`src/rtl/wt_cache_pkg.sv`:
```
// Shared write-through cache / L1.5 types, widths and the byte-swap helper.
package wt_cache_pkg;

  localparam int L15_TID_WIDTH = 2;
  localparam int L15_WAY_WIDTH = 3;
  localparam int L1I_WAY_WIDTH = 2;
  localparam int L1D_WAY_WIDTH = 2;

  typedef enum logic [1:0] {
    DCACHE_STORE_REQ  = 2'd0,
    DCACHE_LOAD_REQ   = 2'd1,
    DCACHE_ATOMIC_REQ = 2'd2,
    DCACHE_INT_REQ    = 2'd3
  } dcache_out_t;

  typedef enum logic [4:0] {
    L15_LOAD_RQ   = 5'b00000,
    L15_STORE_RQ  = 5'b00001,
    L15_ATOMIC_RQ = 5'b00110,
    L15_INT_RQ    = 5'b01001,
    L15_IMISS_RQ  = 5'b10000
  } l15_reqtypes_t;

  typedef enum logic {
    ARB_IDLE = 1'b0,
    ARB_HOLD = 1'b1
  } arb_state_t;

  function automatic logic [63:0] swendian64(input logic [63:0] in);
    logic [63:0] out;
    for (int i = 0; i < 8; i++) begin
      out[i*8 +: 8] = in[(7-i)*8 +: 8];
    end
    return out;
  endfunction

endpackage

```
`src/rtl/wt_l15_req_arb_rr_arb_2.sv`:
```
// Two-way round-robin arbiter; req[0] = icache, req[1] = dcache.
// History flop resets to "dcache granted last" so icache wins the first tie.
module rr_arb_2 (
  input  logic       clk_i,
  input  logic       rst_ni,
  input  logic [1:0] req,
  input  logic       en,
  output logic [1:0] gnt
);

  logic last_dc;

  assign gnt[1] = req[1] & (~req[0] | ~last_dc);
  assign gnt[0] = req[0] & ~gnt[1];

  // History only advances when the grant is actually taken downstream.
  always_ff @(posedge clk_i or negedge rst_ni) begin
    if (!rst_ni) begin
      last_dc <= 1'b1;
    end else if (en) begin
      last_dc <= gnt[1];
    end
  end

endmodule

```
`src/rtl/wt_l15_req_arb.sv`:
```
// Icache/dcache to L1.5 request arbiter: 1-cycle accept-to-valid, request held until header ack.
// Define WT_L15_REQ_ARB_SWAP_EN to byte-swap store/atomic data per 64-bit word at capture.
module wt_l15_req_arb
  import wt_cache_pkg::*;
#(
  parameter int PADDR_WIDTH = 56,
  parameter int DATA_WIDTH  = 64
) (
  input  logic                     clk_i,
  input  logic                     rst_ni,
  input  logic                     ic_req_valid_i,
  output logic                     ic_req_ready_o,
  input  logic [PADDR_WIDTH-1:0]   ic_req_paddr_i,
  input  logic                     ic_req_nc_i,
  input  logic [L1I_WAY_WIDTH-1:0] ic_req_way_i,
  input  logic [L15_TID_WIDTH-1:0] ic_req_tid_i,
  input  logic                     dc_req_valid_i,
  output logic                     dc_req_ready_o,
  input  dcache_out_t              dc_req_rtype_i,
  input  logic [1:0]               dc_req_size_i,
  input  logic [PADDR_WIDTH-1:0]   dc_req_paddr_i,
  input  logic [DATA_WIDTH-1:0]    dc_req_data_i,
  input  logic                     dc_req_nc_i,
  input  logic [L1D_WAY_WIDTH-1:0] dc_req_way_i,
  input  logic [L15_TID_WIDTH-1:0] dc_req_tid_i,
  input  logic [3:0]               dc_req_amo_op_i,
  output logic                     l15_val_o,
  input  logic                     l15_req_ack_i,
  output l15_reqtypes_t            l15_rqtype_o,
  output logic [2:0]               l15_size_o,
  output logic [PADDR_WIDTH-1:0]   l15_address_o,
  output logic [DATA_WIDTH-1:0]    l15_data_o,
  output logic                     l15_nc_o,
  output logic [L15_TID_WIDTH-1:0] l15_threadid_o,
  output logic [L15_WAY_WIDTH-1:0] l15_l1rplway_o,
  output logic [3:0]               l15_amo_op_o
);

  arb_state_t                 state;
  logic [1:0]                 gnt;
  logic                       accept;
  logic                       slot_free;
  logic                       dc_is_load;
  logic [DATA_WIDTH-1:0]      dc_data;
  l15_reqtypes_t              nxt_rqtype;
  logic [2:0]                 nxt_size;
  logic [PADDR_WIDTH-1:0]     nxt_address;
  logic [DATA_WIDTH-1:0]      nxt_data;
  logic                       nxt_nc;
  logic [L15_TID_WIDTH-1:0]   nxt_threadid;
  logic [L15_WAY_WIDTH-1:0]   nxt_l1rplway;
  logic [3:0]                 nxt_amo_op;

  rr_arb_2 u_rr_arb_2 (
    .clk_i  (clk_i),
    .rst_ni (rst_ni),
    .req    ({dc_req_valid_i, ic_req_valid_i}),
    .en     (accept),
    .gnt    (gnt)
  );

  // Ack only frees the slot while a request is held; readies stay low in reset.
  assign slot_free      = (state == ARB_IDLE) | l15_req_ack_i;
  assign ic_req_ready_o = rst_ni & slot_free & gnt[0];
  assign dc_req_ready_o = rst_ni & slot_free & gnt[1];
  assign accept         = ic_req_ready_o | dc_req_ready_o;
  assign dc_is_load     = (dc_req_rtype_i == DCACHE_LOAD_REQ);

  always_comb begin
    dc_data = dc_req_data_i;
`ifdef WT_L15_REQ_ARB_SWAP_EN
    for (int w = 0; w < DATA_WIDTH / 64; w++) begin
      dc_data[w*64 +: 64] = swendian64(dc_req_data_i[w*64 +: 64]);
    end
`endif
  end

  always_comb begin
    nxt_rqtype   = L15_LOAD_RQ;
    nxt_size     = {1'b0, dc_req_size_i};
    nxt_address  = dc_req_paddr_i;
    nxt_data     = dc_is_load ? '0 : dc_data;
    nxt_nc       = dc_req_nc_i;
    nxt_threadid = dc_req_tid_i;
    nxt_l1rplway = L15_WAY_WIDTH'(dc_req_way_i);
    nxt_amo_op   = dc_is_load ? 4'h0 : dc_req_amo_op_i;
    case (dc_req_rtype_i)
      DCACHE_STORE_REQ:  nxt_rqtype = L15_STORE_RQ;
      DCACHE_LOAD_REQ:   nxt_rqtype = L15_LOAD_RQ;
      DCACHE_ATOMIC_REQ: nxt_rqtype = L15_ATOMIC_RQ;
      DCACHE_INT_REQ:    nxt_rqtype = L15_INT_RQ;
    endcase
    if (gnt[0]) begin
      nxt_rqtype   = L15_IMISS_RQ;
      nxt_size     = 3'b111;
      nxt_address  = ic_req_paddr_i;
      nxt_data     = '0;
      nxt_nc       = ic_req_nc_i;
      nxt_threadid = ic_req_tid_i;
      nxt_l1rplway = L15_WAY_WIDTH'(ic_req_way_i);
      nxt_amo_op   = 4'h0;
    end
  end

  always_ff @(posedge clk_i or negedge rst_ni) begin
    if (!rst_ni) begin
      state          <= ARB_IDLE;
      l15_val_o      <= 1'b0;
      l15_rqtype_o   <= L15_LOAD_RQ;
      l15_size_o     <= '0;
      l15_address_o  <= '0;
      l15_data_o     <= '0;
      l15_nc_o       <= 1'b0;
      l15_threadid_o <= '0;
      l15_l1rplway_o <= '0;
      l15_amo_op_o   <= '0;
    end else if (accept) begin
      state          <= ARB_HOLD;
      l15_val_o      <= 1'b1;
      l15_rqtype_o   <= nxt_rqtype;
      l15_size_o     <= nxt_size;
      l15_address_o  <= nxt_address;
      l15_data_o     <= nxt_data;
      l15_nc_o       <= nxt_nc;
      l15_threadid_o <= nxt_threadid;
      l15_l1rplway_o <= nxt_l1rplway;
      l15_amo_op_o   <= nxt_amo_op;
    end else if (state == ARB_HOLD && l15_req_ack_i) begin
      state          <= ARB_IDLE;
      l15_val_o      <= 1'b0;
    end
  end

endmodule

```
`config.mk`:
```
export PLATFORM = sky130hd
export DESIGN_NAME = wt_l15_req_arb
export DESIGN_NICKNAME = d
export VERILOG_FILES = /design/src/rtl/wt_cache_pkg.sv /design/src/rtl/wt_l15_req_arb_rr_arb_2.sv /design/src/rtl/wt_l15_req_arb.sv
export SDC_FILE = /design/constraint.sdc
export NUM_CORES = 1
export LEC_CHECK = 0
export CAP_MARGIN = 15
export CORE_AREA = 4 4 129 131
export CTS_CLUSTER_SIZE = 28
export DETAILED_ROUTE_END_ITERATION = 7
export DIE_AREA = 0 0 133 135
export PLACE_DENSITY = 0.82
export SYNTH_ARGS = -nofsm -noshare
export SYNTH_HDL_FRONTEND = slang
export SYNTH_SLANG_ARGS = --single-unit
```
`constraint.sdc`:
```
create_clock -name clk_i -period 4.2 [get_ports clk_i]
set_input_delay 0.84 -clock clk_i [delete_from_list [all_inputs] [get_ports clk_i]]
set_output_delay 0.84 -clock clk_i [all_outputs]
set_load 0.03 [all_outputs]
```
==> out/qor_table.md, run 1 <==
| Metric | This run | Unit |
|:---|:---|:---|
| Switching power as a share of total power | 33.16 | % |
| Final ANT Viol Nets | 0 | - |
| Post-route insts no fill | 1028 | - |
| Largest voltage drop on the vdd net | 0.2706 | mV |
| Psw | 0.001651 | W |
| Largest delay share family, worst path | buffers and inverters | - |
| CP peak stage delay | 0.72 | ns |
| NumNets Final | 1001 | - |
| Worst reg2reg path endpoint | l15_data_o[56]$_DFFE_PN0P_ | - |
| Post-synthesis average cell area | 12.28 | um^2 |
| Cell internal power dissipation | 0.003329 | W |
| Final max-slew violation count | 0 | - |
| Count of inserted antenna diode cells | 0 | - |
| Data required time at the worst endpoint | 3.36 | ns |
| Share of flip-flops with an asynchronous set or reset after synthesis | 100.0 | % |
| Count of buffering cells on the critical path with inverters included | 2 | - |
| # clock sinks | 137 | - |
| Kind of path behind the tightest hold check | reg -> reg | - |
| Clock Path Buffers | 2 | - |
| Clock Skew | 0.007823 | ns |
| Arr. time, crit path | 2.75 | ns |
| Power per unit of standard cell area | 492.2 | mW/mm^2 |
| Cell Area, Synth | 0.006016 | mm^2 |
| Number of flops mapped to enable cells by yosys | 0 | - |
| First-pass GRT wire length | 31310 | um |
| Detailed Route Iter0 Violations | 172 | - |
| Number of nets produced by synthesis | 692 | - |
| Vias in the first global route | 5816 | - |
| Die Y | 135 | um |
| Setup TNS | 0 | ns |
| Hold path startpoint | l15_data_o[8]$_DFFE_PN0P_ | - |
| Starting utilization of the core area | 38.57 | % |
| Seq cells post-synth | 137 | - |
| Largest net degree at the start of global routing | 84 | - |
| # H-tree levels | 4 | - |
| Final core occ | 64.88 | % |
| Hold endpoint | l15_data_o[8]$_DFFE_PN0P_ | - |
| Global route overflow | 0 | - |
| Fill count | 1164 | - |
| RSZ-0062 raised after global routing | no | - |
| Sequential element share of the synthesized area | 57.01 | % |
| Boundary pin count | 340 | - |
| Clock network fraction of total power | 31.2 | % |
| Core area | 0.01560 | mm^2 |
| Comb pwr share | 34.7 | % |
| Fmax | 0.2787 | GHz |
| Most numerous cell on the critical path | clkdlybuf4s50_1 | - |
| Final Hold Violating Endpoints | 0 | - |
| List of cells traversed by the critical path | clkdlybuf4s50_1 > and2_1 > nand2_1 > a21oi_1 > clkdlybuf4s50_1 | - |
| Root buffer selected by CTS | clkbuf_16 | - |
| Placed wire-length estimate after detailed placement | 14330 | um |
| Final worst path period share | 85.43 | % |
| Min Hold Slack | 0.5045 | ns |
| Drt drc | 0 | - |
| Crit. End Element | primary output | - |
| Standard cell with the maximum stage delay on the critical path | clkdlybuf4s50_1 | - |
| Nature of the critical path startpoint | input pin | - |
| Final critical path time including I/O delays and setup | 3.588 | ns |
| Status | finished clean | - |
| Total placed cells including tap cells | 996 | - |
| Relative slew slack | 31.24 | % |
| Number of cells on the worst hold path | 1 | - |
| Area of the die | 0.01796 | mm^2 |
| Number of buffers inserted for hold repair after clock tree synthesis | 0 | - |
| Post-detailed-routing wire length | 20030 | um |
| Static Leakage | 4.101 | nW |
| CTS tree | done | - |
| X dimension of the die | 133 | um |
| Smallest setup slack after layout | 0.6120 | ns |
| Path depth of the worst reg2reg path | 5 | - |
| Number of buffer cells added on primary ports | 338 | - |
| Buffer count from post-CTS setup fixing | 0 | - |
| Clock latency of the later-clocked register in the worst-skew pair | 0.42 | ns |
| Share of layout cells above drive strength 1 | 6.281 | % |
| Global placement routability congestion | 0.8290 | - |
| Pre-Repair DR Iteration Count | 4 | - |
| Slack of the worst reg-to-reg path | 2.04 | ns |
| Top flip-flop cell by instance count after synthesis | dfrtp_1 | - |
| Resized Gates After CTS | 0 | - |
| Number of cell rows | 46 | - |
| Initial antenna violation count | 2 | - |
| Count of different cell masters after synthesis | 28 | - |
| Reg-to-Reg Start | u_rr_arb_2.last_dc$_DFFE_PN1P_ | - |
| Sequential power share | 34.1 | % |
| Number of cells produced by synthesis | 490 | - |
| Crit-path max FO | 8 | - |
| Post-Place Worst Slack | 0.6447 | ns |
| Routed len/inst | 19.48 | um |
| Number of CTS-inserted buffers | 17 | - |
| Clock-pin slew of the registers on the worst-case setup and hold paths | 0.06 | ns |
| Maximum Capacitance Violations | 0 | - |
| Count of yosys warnings during synthesis | 0 | - |
| Highest-count cells in the layout ignoring fill and taps | 335 x clkdlybuf4s50_1, 136 x dfrtp_1, 68 x a22o_1 | - |
| Vias | 5444 | - |
| Average via count per standard cell | 5.296 | - |
| Count of final setup violators | 0 | - |
| Most frequent standard cell in the layout excluding fill and tap cells | clkdlybuf4s50_1 | - |
| Setup CP Type | in -> out | - |
| Worst Max-Slew Pin Slew | 1.031 | ns |
| Area grow syn2layout | 68.22 | % |
| Global-route usage over all layers | 21.87 | % |
[kinds of logic (layout without fill, tap and decap cells)]
logic type               count (synthesis)  in the layout  synth area share, %
AND/OR/NAND/NOR                         20             20                1.851
other                                    1              1              0.06234
buffers and inverters                   65            387                4.721
AO/OA/AOI/OAI                          264            264                35.73
adder cells (fa/ha/maj)                  3              3               0.6240
flip-flops                             137            137                57.01
[metal layers]
layer  global-route usage, %  up-vias  share of wire, %
met2                   35.24      242                48
met5                       0        -              0.11
met4                   9.238        4               2.7
met3                   7.861       50               8.0
met1                   26.70     2614                41
li1                        -     2534                 -
[stage by stage]
stage               total power (W)  instance area [um^2]
global route               0.005195                 10120
CTS                        0.005035                 10120
finish                     0.004981                 10120
detailed placement         0.003451                  9499
floorplan                  0.002618                  6016
global placement           0.003410                  9499
[state kept, by name (all words and copies together) (netlist names)]
name and count:
l15_rqtype_o 4, state 1, l15_nc_o 1, u_rr_arb_2.last_dc 1
l15_l1rplway_o 2, l15_address_o 56, l15_threadid_o 2, l15_amo_op_o 4
l15_size_o 2, l15_data_o 64
[cell type report]
class                      count  area [um^2]  area share, %
clock buffer                  20        456.7          4.513
clock inverter                12        163.9          1.620
inverter                       6        22.52         0.2226
multi-input combinational    288         2317          22.90
sequential                   137         3430          33.89
tap                          216        270.3          2.671
timing repair buffer         349         3460          34.19
[power by group through the flow]
| stage | logic, W | registers [W] | clock network, W |
|---|---|---|---|
| final | 0.00173 | 0.00170 | 0.00156 |
| after global routing | 0.00181 | 0.00173 | 0.00165 |
| after CTS | 0.00175 | 0.00170 | 0.00159 |
| after detailed placement | 0.00174 | 0.00171 | 0 |
| after global placement | 0.00170 | 0.00171 | 0 |
| after floorplan | 0.000466 | 0.00215 | 0 |
[synthesized netlist by cell type (3+ instances only)]
cell type	instances	area (um^2)
a22o_1	68	595.6
nor3_1	4	20.02
a211o_1	3	26.28
buf_2	8	40.04
nor2_1	5	18.77
nor3b_1	3	22.52
buf_1	3	11.26
clkbuf_1	42	157.7
ha_1	3	37.54
a2bb2oi_1	61	534.3
inv_1	5	18.77
o21bai_1	61	457.9
nand2_1	3	11.26
a211oi_1	66	495.5
dfrtp_1	136	3403
buf_4	4	30.03
[worst max-delay path by stage]
stage	from	to	slack [ns]	depth (start not counted)
floorplan	dc_req_valid_i	dc_req_ready_o	1.59	4
global placement	dc_req_valid_i	dc_req_ready_o	0.66	5
detailed placement	dc_req_valid_i	dc_req_ready_o	0.64	5
CTS	dc_req_valid_i	dc_req_ready_o	0.64	5
global route	dc_req_valid_i	dc_req_ready_o	0.52	5
finish	dc_req_valid_i	dc_req_ready_o	0.61	5
No activity file was read; power rests on OpenSTA's default activity.
==> run 2: changes to the inputs <==
CORE_AREA = default   (was 4 4 129 131)
CORE_ASPECT_RATIO = 0.8   (was default)
CORE_MARGIN = 4   (was default)
CORE_UTILIZATION = 42   (was default)
DIE_AREA = default   (was 0 0 133 135)
PLACE_DENSITY = 0.88   (was 0.82)
==> run 2 against run 1 <==
  * Sequential power about the same
  * Worst setup slack improved by 0.0053 ns
  * Core utilization increased by 7.9 points
  * Cell count decreased by 3.6%
  * Sequential share of layout area increased by 0.30 points
  * Die area decreased by 9.1%
  * Clock skew decreased by 0.0022 ns
  * Cell area decreased by 0.88%
  * Critical path depth unchanged
  * Register-to-register slack got worse by 0.30 ns
  * Clock-buffer cell count increased by 3
  * Clock power decreased by 9%
  * Critical path type unchanged
==> out/qor_table.md, run 2 (synthesized netlist as in run 1, its figures left out) <==
| Metric | This run | Unit |
|:---|:---|:---|
| RSZ-0062 raised after global routing | no | - |
| Routed len/inst | 21.59 | um |
| Setup CP Type | in -> out | - |
| Worst reg2reg path endpoint | l15_data_o[31]$_DFFE_PN0P_ | - |
| Clock Skew | 0.005670 | ns |
| # H-tree levels | 4 | - |
| Fmax | 0.2791 | GHz |
| Final critical path time including I/O delays and setup | 3.583 | ns |
| Pre-Repair DR Iteration Count | 4 | - |
| Core area | 0.01379 | mm^2 |
| Setup TNS | 0 | ns |
| Count of final setup violators | 0 | - |
| Number of buffer cells added on primary ports | 338 | - |
| Boundary pin count | 340 | - |
| CTS tree | done | - |
| Starting utilization of the core area | 43.63 | % |
| Average via count per standard cell | 5.618 | - |
| Highest-count cells in the layout ignoring fill and taps | 335 x clkdlybuf4s50_1, 136 x dfrtp_1, 68 x a22o_1 | - |
| Static Leakage | 4.075 | nW |
| Largest voltage drop on the vdd net | 0.3608 | mV |
| Cell internal power dissipation | 0.003255 | W |
| Sequential power share | 35.2 | % |
| Path depth of the worst reg2reg path | 5 | - |
| Top reg by flops | l15_data_o | - |
| Reg-to-Reg Start | u_rr_arb_2.last_dc$_DFFE_PN1P_ | - |
| Largest net degree at the start of global routing | 70 | - |
| Min Hold Slack | 0.3161 | ns |
| Power per unit of standard cell area | 486.0 | mW/mm^2 |
| Clock Path Buffers | 2 | - |
| Global-route usage over all layers | 25.43 | % |
| Vias in the first global route | 5867 | - |
| Vias | 5567 | - |
| Clock network fraction of total power | 29.2 | % |
| Overall Power | 0.004875 | W |
| Relative slew slack | 50.95 | % |
| Arr. time, crit path | 2.74 | ns |
| Switching power as a share of total power | 33.23 | % |
| Final ANT Viol Nets | 0 | - |
| Share of layout cells above drive strength 1 | 5.795 | % |
| Area of the die | 0.01631 | mm^2 |
| Post-detailed-routing wire length | 21400 | um |
| Clock-pin slew of the registers on the worst-case setup and hold paths | 0.05 | ns |
| Worst Max-Slew Pin Slew | 0.7341 | ns |
| Resized Gates After CTS | 0 | - |
| Die Y | 115.0 | um |
| Maximum Capacitance Violations | 0 | - |
| Area grow syn2layout | 66.74 | % |
| Final Hold Violating Endpoints | 0 | - |
| Final max-slew violation count | 0 | - |
| Status | finished clean | - |
| Crit. End Element | primary output | - |
| Count of inserted antenna diode cells | 0 | - |
| Psw | 0.001620 | W |
| NumNets Final | 1001 | - |
| Global route overflow | 0 | - |
| Number of buffers inserted for hold repair after clock tree synthesis | 0 | - |
| First-pass GRT wire length | 32200 | um |
| Global placement routability congestion | 0.9058 | - |
| Comb pwr share | 35.6 | % |
| Number of CTS-inserted buffers | 17 | - |
| Crit-path max FO | 8 | - |
| Data required time at the worst endpoint | 3.36 | ns |
| Largest registers | l15_data_o x64, l15_address_o x56 | - |
| Root buffer selected by CTS | clkbuf_16 | - |
| Number of cell rows | 38 | - |
| Final worst path period share | 85.30 | % |
| Nature of the critical path startpoint | input pin | - |
| Buffer count from post-CTS setup fixing | 0 | - |
| # clock sinks | 137 | - |
| Most frequent standard cell in the layout excluding fill and tap cells | clkdlybuf4s50_1 | - |
| X dimension of the die | 141.8 | um |
| Initial antenna violation count | 0 | - |
| Kind of path behind the tightest hold check | in -> async | - |
| Clock latency of the later-clocked register in the worst-skew pair | 0.41 | ns |
| Placed wire-length estimate after detailed placement | 15600 | um |
| Flip-flop count of the largest register after layout | 64 | - |
| Drt drc | 0 | - |
| Detailed Route Iter0 Violations | 283 | - |
| Capture point of the worst path | dc_req_ready_o | - |
| Slack of the worst reg-to-reg path | 1.74 | ns |
| Critical Path Source | dc_req_valid_i | - |
[run 2: changes by cell type in the layout (fill, tap and decap cells not counted), sizes merged]
cell,before,now
inv,10,6
clkbuf,20,23
bufinv,3,2
clkinvlp,0,1
[run 2: worst min-delay path by stage]
stage	start	cells after the start	slack [ns]	to
2_1_floorplan	rst_ni	0	0.54	l15_address_o[0]$_DFFE_PN0P_
3_3_place_gp	l15_data_o[27]$_DFFE_PN0P_	1	0.49	l15_data_o[27]$_DFFE_PN0P_
3_5_place_dp	l15_data_o[46]$_DFFE_PN0P_	1	0.49	l15_data_o[46]$_DFFE_PN0P_
4_1_cts	rst_ni	1	0.30	l15_rqtype_o[4]$_DFFE_PN0P_
5_1_grt	rst_ni	1	0.32	l15_rqtype_o[4]$_DFFE_PN0P_
6_report	rst_ni	1	0.32	l15_rqtype_o[3]$_DFFE_PN0P_
[run 2: critical path: stages]
cell	delay, ns
clkdlybuf4s50_1	0.64
and2_1	0.20
nand2_1	0.17
a21oi_1	0.18
clkdlybuf4s50_1	0.71
[run 2: power groups by stage]
stage | clock network, W | logic (W) | registers, W
after floorplan | 0 | 0.000466 | 0.00215
after global placement | 0 | 0.00171 | 0.00172
after detailed placement | 0 | 0.00175 | 0.00173
after CTS | 0.00146 | 0.00175 | 0.00171
after global routing | 0.00152 | 0.00182 | 0.00174
final | 0.00142 | 0.00174 | 0.00172
[run 2: routing by layer]
| layer | part of all wire [%] | track usage, % | wire length (um) | up-vias |
|---|---|---|---|---|
| met1 | 36 | 28.18 | 7654 | 2695 |
| met3 | 11 | 9.688 | 2256 | 46 |
| met5 | 0 | 0 | 0 | - |
| met2 | 51 | 44.35 | 10830 | 294 |
| li1 | - | - | - | 2532 |
| met4 | 3.0 | 10.36 | 652 | 0 |
[run 2: metrics by stage]
step	worst slack [ns]	area [um^2]	utilization (%)	std cells
after CTS	0.6451	10030	72.75	991
final	0.6173	10030	72.75	991
after global placement	0.7191	9467	68.66	960
after global routing	0.5681	10030	72.75	991
after detailed placement	0.6449	9467	68.66	960
after floorplan	1.587	6016	-	490
[run 2: final cells by class]
class	count	area [um^2]
Clock buffer	23	467.9
Clock inverter	8	96.34
Fill cell	879	3757
Inverter	6	22.52
Multi-Input combinational cell	288	2317
Sequential cell	137	3430
Tap cell	180	225.2
Timing Repair Buffer	349	3472
